[config.mk]
export PLATFORM = sky130hd
export DESIGN_NAME = stall_flush_ctrl
export DESIGN_NICKNAME = d
export VERILOG_FILES = /design/src/rtl/stall_flush_ctrl.sv
export SDC_FILE = /design/constraint.sdc
export NUM_CORES = 1
export LEC_CHECK = 0
export ABC_CLOCK_PERIOD_IN_PS = 1250
export BUFFER_PORTS_ARGS = -buffer_cell sky130_fd_sc_hd__buf_2
export CORE_AREA = 10 10 47 49
export CTS_BUF_LIST = sky130_fd_sc_hd__clkbuf_4 sky130_fd_sc_hd__clkbuf_8
export DETAILED_ROUTE_END_ITERATION = 10
export DIE_AREA = 0 0 57 59
export GPL_ROUTABILITY_DRIVEN = 0
export PLACE_DENSITY = 0.5
export SETUP_SLACK_MARGIN = 0.2
export SYNTH_ARGS = -nofsm -noshare
export SYNTH_HDL_FRONTEND = slang
export SYNTH_SLANG_ARGS = --single-unit
[constraint.sdc]
create_clock -name clk -period 1.25 [get_ports clk]
set_input_delay 0.25 -clock clk [delete_from_list [all_inputs] [get_ports clk]]
set_output_delay 0.25 -clock clk [all_outputs]
set_load 0.01 [all_outputs]
[src/rtl/stall_flush_ctrl.sv]
// Pipeline stall/flush controller: Mealy enables/flushes from a 4-state FSM.
// Optional performance counters are built when STALL_CTRL_PERF_EN is defined.
module stall_flush_ctrl (
  input  logic        clk,
  input  logic        rst,
  input  logic        Need_Stall,
  input  logic        Branch_Taken,
  input  logic        Jump_ID,
  input  logic        Mem_Req,
  input  logic        Mem_Ready,
  output logic        PC_WE,
  output logic        IFid_WE,
  output logic        IDex_WE,
  output logic        EXmem_WE,
  output logic        IFid_Flush,
  output logic        IDex_Flush,
  output logic        EXmem_Flush,
  output logic        Bubble_MA,
  output logic [1:0]  Ctrl_State
`ifdef STALL_CTRL_PERF_EN
  ,
  output logic [31:0] Stall_Cycles,
  output logic [15:0] Flush_Count
`endif
);

  typedef enum logic [1:0] {
    ST_RUN      = 2'b00,
    ST_LDSTALL  = 2'b01,
    ST_MEMWAIT  = 2'b10,
    ST_REDIRECT = 2'b11
  } state_t;

  state_t r_state;
  state_t w_next;
  logic   w_mem_hold;

  // State register
  always_ff @(posedge clk) begin
    if (rst) r_state <= ST_RUN;
    else     r_state <= w_next;
  end

  // Next-state and Mealy enable/flush decode
  always_comb begin
    w_next      = r_state;
    w_mem_hold  = 1'b0;
    PC_WE       = 1'b0;
    IFid_WE     = 1'b0;
    IDex_WE     = 1'b0;
    EXmem_WE    = 1'b0;
    IFid_Flush  = 1'b0;
    IDex_Flush  = 1'b0;
    EXmem_Flush = 1'b0;
    Bubble_MA   = 1'b0;

    if (rst) begin
      IFid_Flush  = 1'b1;
      IDex_Flush  = 1'b1;
      EXmem_Flush = 1'b1;
      w_next      = ST_RUN;
    end else begin
      // In MEMWAIT the access is already known pending; only Mem_Ready releases it
      if (r_state == ST_MEMWAIT) w_mem_hold = !Mem_Ready;
      else                       w_mem_hold = Mem_Req && !Mem_Ready;

      if (w_mem_hold) begin
        w_next = ST_MEMWAIT;
      end else if (Branch_Taken) begin
        PC_WE      = 1'b1;
        IFid_WE    = 1'b1;
        IDex_WE    = 1'b1;
        EXmem_WE   = 1'b1;
        IFid_Flush = 1'b1;
        IDex_Flush = 1'b1;
        w_next     = ST_REDIRECT;
      end else if (Need_Stall) begin
        EXmem_WE    = 1'b1;
        EXmem_Flush = 1'b1;
        w_next      = ST_LDSTALL;
      end else if (Jump_ID) begin
        PC_WE      = 1'b1;
        IFid_WE    = 1'b1;
        IDex_WE    = 1'b1;
        EXmem_WE   = 1'b1;
        IFid_Flush = 1'b1;
        w_next     = ST_RUN;
      end else begin
        PC_WE    = 1'b1;
        IFid_WE  = 1'b1;
        IDex_WE  = 1'b1;
        EXmem_WE = 1'b1;
        w_next   = ST_RUN;
      end

      // Fetch latency delivers one wrong-path instruction after a redirect
      if (r_state == ST_REDIRECT) IFid_Flush = 1'b1;
      Bubble_MA = (r_state == ST_LDSTALL);
    end
  end

  assign Ctrl_State = r_state;

`ifdef STALL_CTRL_PERF_EN
  localparam int unsigned STALL_W = 32;
  localparam int unsigned FLUSH_W = 16;

  logic [STALL_W-1:0] r_stall_cycles;
  logic [FLUSH_W-1:0] r_flush_count;
  logic               w_any_flush;

  assign w_any_flush = IFid_Flush || IDex_Flush || EXmem_Flush;

  // Stall counter wraps; flush counter saturates
  always_ff @(posedge clk) begin
    if (rst) begin
      r_stall_cycles <= '0;
      r_flush_count  <= '0;
    end else begin
      if (!PC_WE) r_stall_cycles <= r_stall_cycles + STALL_W'(1);
      if (w_any_flush && (r_flush_count != {FLUSH_W{1'b1}}))
        r_flush_count <= r_flush_count + FLUSH_W'(1);
    end
  end

  assign Stall_Cycles = r_stall_cycles;
  assign Flush_Count  = r_flush_count;
`endif

endmodule
# [Word-level counts from Yosys, hierarchy flattened]
# Index checks and enable logic that the tools add are counted.
[word_totals] elab_cells=33 register_bits=2 out_inout_bits=10
[op_classes] n_eq_ne=3 reduce_logical=3 n_mux=25
[ops] op="$mux W1" n=23
[ops] op="$eq A2 B2 Y1 const B" n=2
[ops] op="$mux W2" n=2
[ops] op="$eq A2 B1 Y1 const B" n=1
[ops] op="$reduce_or A2 Y1" n=1
[ops] op="$logic_and A1 B1 Y1" n=1
[ops] op="$logic_not A1 Y1" n=1

# [Logic depth before layout (Yosys ltp)]
# Gate-level depths: netlist (run 1).
[depth] depth_word=7 depth_mapped=4 ltp_nobuf=3

# [Worst setup path after synthesis (run 1)]
# OpenSTA, ideal clock, no wires.
[synth_path] path_type="register to output" start="register r_state[1] (netlist: Ctrl_State[1])" end="output IFid_WE" required_ps=1000 stages_incl_launch_ff=5 path_buffers=1 t_arrival_ps=1145 path_slack_ps=-145 path_cell_list="dfxtp_1 nor2b_4 o21ba_4 nor3_2 buf_4"
[synth_between] elab_chain_cells=5
[synth_lines] element="start, declared" line="34" text="state_t r_state;"
[synth_lines] element="start signal, assigned" line="41" text="else r_state <= w_next;"
[synth_lines] element="$eq A2 B2 Y1" line="64" text="if (r_state == ST_MEMWAIT) w_mem_hold = !Mem_Ready;"
[synth_lines] element="$mux W1" line="64"
[synth_lines] element="$mux W1" line="57" text="if (rst) begin"
[synth_lines] element="$mux W1 (2 in a row)"
[synth_lines] element="end, declared" line="12" text="output logic IFid_WE,"
# No other way between the ends. The select of a mux whose other input is x is not followed.

# [Final worst setup path (run 1)]
[layout_path] start="register r_state[1] (netlist: Ctrl_State[1])" end="output IFid_WE"
[layout_between] elab_chain_cells=5
[layout_lines] element="$eq A2 B2 Y1" line="64"
[layout_lines] element="$mux W1" line="64"
[layout_lines] element="$mux W1" line="57"
[layout_lines] element="$mux W1" line="67" text="if (w_mem_hold) begin"
[layout_lines] element="$mux W1" line="57"
# No other way between the ends. The select of a mux whose other input is x is not followed.

==> flow_metrics.py, run 1 <==
metrics = {
    "final_layout": {
        "instances_no_fill": 59,
        "nets": 52,
        "largest_reg_flops": 2,
        "drive_above_1_share_pct": 72.09,
        "fillers": 176,
        "area_growth_syn_to_layout_pct": 80.39,
        "antenna_cells": 0,
        "utilization_pct": 24.64,
    },
    "sta": {
        "finalClockSkew_ps": 2.591,
        "min_period_ps": 1397,
        "fin_ws_ps": -147.1,
        "hold_violations": 0,
        "setup-violations-final": 9,
        "max_freq_ghz": 0.7158,
        "grt_setup_unrepaired": "yes",
        "tns_ps": -897.0,
        "worst_pin_slew_ps": 242.2,
        "holdWs_ps": 302.8,
        "maxSlewViolCount": 0,
        "finalCritPeriodShare_pct": 111.8,
        "relSlewSlack_pct": 83.82,
    },
    "global_route": {
        "grt_max_degree": 9,
        "track_usage_pct": 4.565,
        "antenna_found_initial": 0,
        "grt_pass1_wl_um": 1117,
        "grt_pass1_vias": 245,
        "grt.overflow.total": 0,
    },
    "critical_path": {
        "timing.reg2reg.setup_slack_ps": 260,
        "crit_fanout": 3,
        "arrival_ps": 1150,
        "cp_data_required_time_ps": 1000,
        "rr_startpoint": "Ctrl_State[1]$_SDFF_PP0_",
        "reg2reg_to": "Ctrl_State[0]$_SDFF_PN0_",
        "startpoint": "Ctrl_State[1]$_SDFF_PP0_",
        "path_class": "reg2out",
        "start_kind": "register",
        "end_kind": "output port",
        "r2r_cells": 4,
    },
    "synth": {
        "syn_inst": 23,
        "ys_warn_count": 0,
        "synthArstFlopShare_pct": 0,
        "yosysTopAreaCell": "dfxtp_1",
        "synth-edff-count": 0,
        "synth_area_um2": 191.4,
        "syn_avg_cell_area_um2": 8.323,
        "synth-main-ff-cell": "dfxtp_1",
        "ys_types": 15,
        "synth_fp_nets": 30,
        "ys_ff_latch": 2,
        "synth_most_common_cell": "nor2_1",
        "ys_seq_area_share_pct": 20.92,
        "ys_top_cells_by_area": "dfxtp_1 (21%), nor3_2 (10%), o21ba_4 (8.5%)",
        "synth_top_area_share_pct": 20.92,
    },
    "placement": {
        "place_ws_ps": 10.35,
        "port_buffers": 16,
        "dp_hpwl_um": 558.2,
        "numPlacedInstances": 53,
    },
    "min_path": {
        "whs_endpoint": "Ctrl_State[1]$_SDFF_PP0_",
        "hold_class": "in2reg",
        "min_delay_path_depth": 3,
        "hold_path_startpoint": "Branch_Taken",
    },
    "status": {
        "status": "finished, violations left",
        "violations": "negative setup slack",
    },
    "power_and_ir_drop": {
        "powerDensity_nw_per_um2": 969.4,
        "peakVddDrop_v": 0.0003762,
        "comb_power_share_pct": 33.9,
        "switchingPower_mw": 0.09873,
        "clkPwrFrac_pct": 43.8,
        "seq_power_share_pct": 22.3,
        "p_sw_share_pct": 29.49,
        "intPower_mw": 0.2360,
        "p_leak_nw": 0.1772,
    },
    "routing": {
        "num_vias": 232,
        "dr.first_iter.drc_count": 5,
        "ant_nets": 0,
        "wl_per_cell_um": 11.85,
        "dr.pass1.iters": 2,
        "drc": 0,
        "drt-total-wl_um": 699,
        "via_per_inst": 3.932,
    },
    "clocking": {
        "clockBufferDepth": 2,
        "cts_inserted_buffers": 3,
        "h-tree-depth": 1,
        "worstSkewPairLatency_ps": 230,
        "tritoncts": "built",
        "cts_num_sinks": 2,
        "cts_root_buf": "clkbuf_4",
        "cts.clk_slew.worst_paths_ps": 30,
    },
    "floorplan": {
        "core-area_um2": 1401,
        "fp-row-count": 14,
        "die_area_um2": 3363,
        "start_util_pct": 13.66,
        "ioPinCount": 17,
        "fp.dieH_um": 59,
        "die_w_um": 57,
    },
    "run": {
        "maxCapViolCount": 0,
    },
}
worst max-delay path, cell delays in order (launching register included):
cell and delay, ps:
dfxtp_2 310, nor2b_4 130, o21ba_4 210, nor3_4 120, buf_2 160
timing repair:
item,CTS,global route
pin swaps,4,2
resized for setup,1,2
endpoints found under the setup margin,9,9
hold buffers,0,0
cloned,0,0
buffers inserted,1,2
power by group through the flow:
| stage | clock network, mW | registers, mW | logic [mW] |
|---|---|---|---|
| detailed placement | 0 | 0.0754 | 0.100 |
| global placement | 0 | 0.0751 | 0.0999 |
| global route | 0.160 | 0.0755 | 0.125 |
| floorplan | 0 | 0.0785 | 0.0634 |
| finish | 0.147 | 0.0746 | 0.114 |
| CTS | 0.153 | 0.0746 | 0.106 |
layout by cell type (no fill, tap or decap), types with 2 or more instances in the layout:
cell,n
a21o_1,2
a21oi_1,2
buf_2,15
buf_4,3
buf_6,2
clkbuf_4,3
dfxtp_2,2
nor2_1,2
nor2b_1,2
worst max path at each step:
| stage | endpoint | cells past startpoint |
|---|---|---|
| final | IFid_WE | 4 |
| after global routing | PC_WE | 4 |
| after CTS | IFid_WE | 4 |
| after detailed placement | IFid_WE | 4 |
| after global placement | IDex_WE | 4 |
| after floorplan | IFid_WE | 4 |
through the flow:
step	power [mW]	area, um2
2_1_floorplan	0.1419	207.7
3_3_place_gp	0.1749	287.8
3_5_place_dp	0.1757	287.8
4_1_cts	0.3343	324.1
5_1_grt	0.3611	345.3
6_report	0.3348	345.3
kinds of logic after synthesis:
kind of cell	Yosys count	share of synthesized area, %
buffers and inverters	4	12.41
DFF	2	20.92
AOI/OAI and AO/OA	7	30.72
and+or+nand+nor	10	35.94
per-layer routing:
metal / vias to the layer above / GRT usage [%] / routed length, um
met5: - / 0 / 0
met2: 5 / 7.597 / 422
met4: 0 / 5.034 / 0
li1: 116 / - / -
met1: 111 / 3.294 / 236
met3: 0 / 3.004 / 40
cell type report:
class,count,area (um2),area share [%]
inverters,1,3.754,1.087
well taps,16,20.02,5.797
multi-input cells,17,136.4,39.49
flip-flops and latches,2,42.54,12.32
repair buffers,20,120.1,34.78
clock buffers,3,22.52,6.522
(Power assumes the default switching activity.)
==> run 2: changes to the inputs <==
--- a/config.mk
+++ b/config.mk
@@ -7,13 +7,16 @@
 export LEC_CHECK = 0
 export ABC_CLOCK_PERIOD_IN_PS = 1250
 export BUFFER_PORTS_ARGS = -buffer_cell sky130_fd_sc_hd__buf_2
+export CELL_PAD_IN_SITES_DETAIL_PLACEMENT = 1
+export CELL_PAD_IN_SITES_GLOBAL_PLACEMENT = 1
 export CORE_AREA = 10 10 47 49
 export CTS_BUF_LIST = sky130_fd_sc_hd__clkbuf_4 sky130_fd_sc_hd__clkbuf_8
 export DETAILED_ROUTE_END_ITERATION = 10
 export DIE_AREA = 0 0 57 59
 export GPL_ROUTABILITY_DRIVEN = 0
-export PLACE_DENSITY = 0.5
+export PLACE_DENSITY = 0.64
 export SETUP_SLACK_MARGIN = 0.2
 export SYNTH_ARGS = -nofsm -noshare
 export SYNTH_HDL_FRONTEND = slang
 export SYNTH_SLANG_ARGS = --single-unit
+export TNS_END_PERCENT = 50
==> constraint.sdc (replaced) <==
create_clock -name clk -period 1.25 [get_ports clk]
set_input_delay 0.0625 -clock clk [delete_from_list [all_inputs] [get_ports clk]]
set_output_delay 0.0625 -clock clk [all_outputs]
set_load 0.01 [all_outputs]
==> run 2 against run 1 <==
Effect of this change: the flow now finishes without violations; clock skew is 1.8 ps higher; sequential power about the same; combinational power about the same; wire length rose by 12%; non-clock buffer count decreased by 2; global-route usage rose by 0.14 points; via count increased by 1.7%; largest cell class unchanged; highest routed layer unchanged.
==> flow_metrics.py, run 2 (synthesized netlist as in run 1, its figures left out) <==
metrics = {
    "sta": {
        "relSlewSlack_pct": 81.91,
        "worst_pin_slew_ps": 270.8,
        "hold_violations": 0,
        "min_period_ps": 1238,
        "max_freq_ghz": 0.8078,
        "finalClockSkew_ps": 4.372,
        "setup-violations-final": 0,
        "maxSlewViolCount": 0,
        "grt_setup_unrepaired": "yes",
        "holdWs_ps": 123.2,
        "finalCritPeriodShare_pct": 99.03,
    },
    "status": {
        "status": "complete, no violations",
    },
    "routing": {
        "wl_per_cell_um": 13.70,
        "ant_nets": 0,
        "drt-total-wl_um": 781,
        "dr.first_iter.drc_count": 2,
        "num_vias": 236,
        "via_per_inst": 4.140,
        "dr.pass1.iters": 2,
        "wl_met2_um": 468,
        "drc": 0,
        "wl_met1_um": 269,
        "dr_wl_met3_um": 43,
        "top_layer_used": "met3",
    },
    "final_layout": {
        "final_cell_mix": "buf_2 (16), clkbuf_4 (3)",
        "antenna_cells": 0,
        "instances_no_fill": 57,
        "nets": 50,
        "area_growth_syn_to_layout_pct": 75.82,
        "drive_above_1_share_pct": 75.61,
        "largest_reg_flops": 2,
        "fillers": 182,
        "final_common_cell": "buf_2",
    },
    "floorplan": {
        "fp.dieH_um": 59,
        "ioPinCount": 17,
        "die_area_um2": 3363,
        "fp-row-count": 14,
        "core-area_um2": 1401,
        "start_util_pct": 13.66,
        "die_w_um": 57,
    },
    "global_route": {
        "track_usage_pct": 4.704,
        "grt_pass1_wl_um": 1214,
        "grt.overflow.total": 0,
        "grt_max_degree": 9,
        "antenna_found_initial": 0,
        "grt_pass1_vias": 261,
    },
    "critical_path": {
        "start_kind": "register",
        "arrival_ps": 1180,
        "cp_data_required_time_ps": 1190,
        "critPathSlowestCell": "dfxtp_2",
        "crit_fanout": 3,
        "r2r_cells": 4,
        "max_stage_delay_ps": 310,
        "path_class": "reg2out",
        "crit_chain": "nor2b_4 > o21ba_4 > nor3_4 > buf_2",
        "end_kind": "output port",
    },
    "power_and_ir_drop": {
        "switchingPower_mw": 0.1004,
        "finalPower_mw": 0.3299,
        "p_leak_nw": 0.1705,
        "intPower_mw": 0.2295,
        "seq_power_share_pct": 22.6,
        "p_sw_share_pct": 30.42,
        "powerDensity_nw_per_um2": 980.3,
        "peakVddDrop_v": 0.0003916,
        "comb_power_share_pct": 33.9,
        "clkPwrFrac_pct": 43.5,
    },
    "run": {
        "maxCapViolCount": 0,
    },
    "placement": {
        "port_buffers": 16,
        "numPlacedInstances": 52,
    },
    "clocking": {
        "clockBufferDepth": 2,
        "cts_inserted_buffers": 3,
        "worstSkewPairLatency_ps": 230,
        "cts_hold_buf": 0,
        "cts.clk_slew.worst_paths_ps": 30,
        "h-tree-depth": 1,
        "cts_root_buf": "clkbuf_4",
        "tritoncts": "built",
        "cts_num_sinks": 2,
    },
    "min_path": {
        "hold_class": "in2reg",
        "min_delay_path_depth": 3,
    },
}
run 2: path summary, 6_finish.rpt:
| kind | end | slack, ps | startpoint |
|---|---|---|---|
| worst min register to register | Ctrl_State[1]$_SDFF_PP0_ | 680 | Ctrl_State[0]$_SDFF_PN0_ |
| worst min-delay path | Ctrl_State[1]$_SDFF_PP0_ | 120 | Branch_Taken |
| worst max register to register | Ctrl_State[0]$_SDFF_PN0_ | 240 | Ctrl_State[1]$_SDFF_PP0_ |
| worst max-delay path | IFid_WE | 10 | Ctrl_State[1]$_SDFF_PP0_ |
run 2: final cells by class:
type	instances	area [um2]	area share, %
Multi-Input combinational cell	17	152.6	45.35
Inverter	1	3.754	1.115
Sequential cell	2	42.54	12.64
Tap cell	16	20.02	5.948
Timing Repair Buffer	18	95.09	28.25
Clock buffer	3	22.52	6.691
run 2: what timing repair did:
action / CTS / global route
gates resized for setup: 0 / 4
endpoints found under the setup margin: 7 / 9
setup buffers: 2 / 0
pin swaps: 4 / 1
run 2: through the flow:
| step | setup WS [ps] | cell area, um2 | TNS (ps) | util [%] |
|---|---|---|---|---|
| 2_1_floorplan | 102.7 | 207.7 | 0 | - |
| 3_3_place_gp | 179.5 | 280.3 | 0 | 20.00 |
| 4_1_cts | -3.171 | 317.8 | -3.823 | 22.68 |
| 3_5_place_dp | 149.3 | 280.3 | 0 | 20.00 |
| 5_1_grt | -34.88 | 336.6 | -90.04 | 24.02 |
| 6_report | 12.14 | 336.6 | 0 | 24.02 |
run 2: worst max-delay path, delay by kind of cell, from the launching register on:
kind,cells,cell delay (ps)
AOI/OAI and AO/OA,1,210
buffers and inverters,1,170
DFF,1,310
and+or+nand+nor,2,250
run 2: routing by layer:
metal	vias up	track usage [%]
met3	0	2.575
met5	-	0
met2	6	8.217
met4	0	3.020
met1	118	4.142
li1	112	-
run 2: power groups by stage:
stage / Combinational, mW / Sequential (mW) / Clock, mW
2_1_floorplan: 0.0634 / 0.0785 / 0
3_3_place_gp: 0.0953 / 0.0768 / 0
3_5_place_dp: 0.0977 / 0.0768 / 0
4_1_cts: 0.106 / 0.0744 / 0.152
5_1_grt: 0.122 / 0.0754 / 0.159
6_report: 0.112 / 0.0746 / 0.143
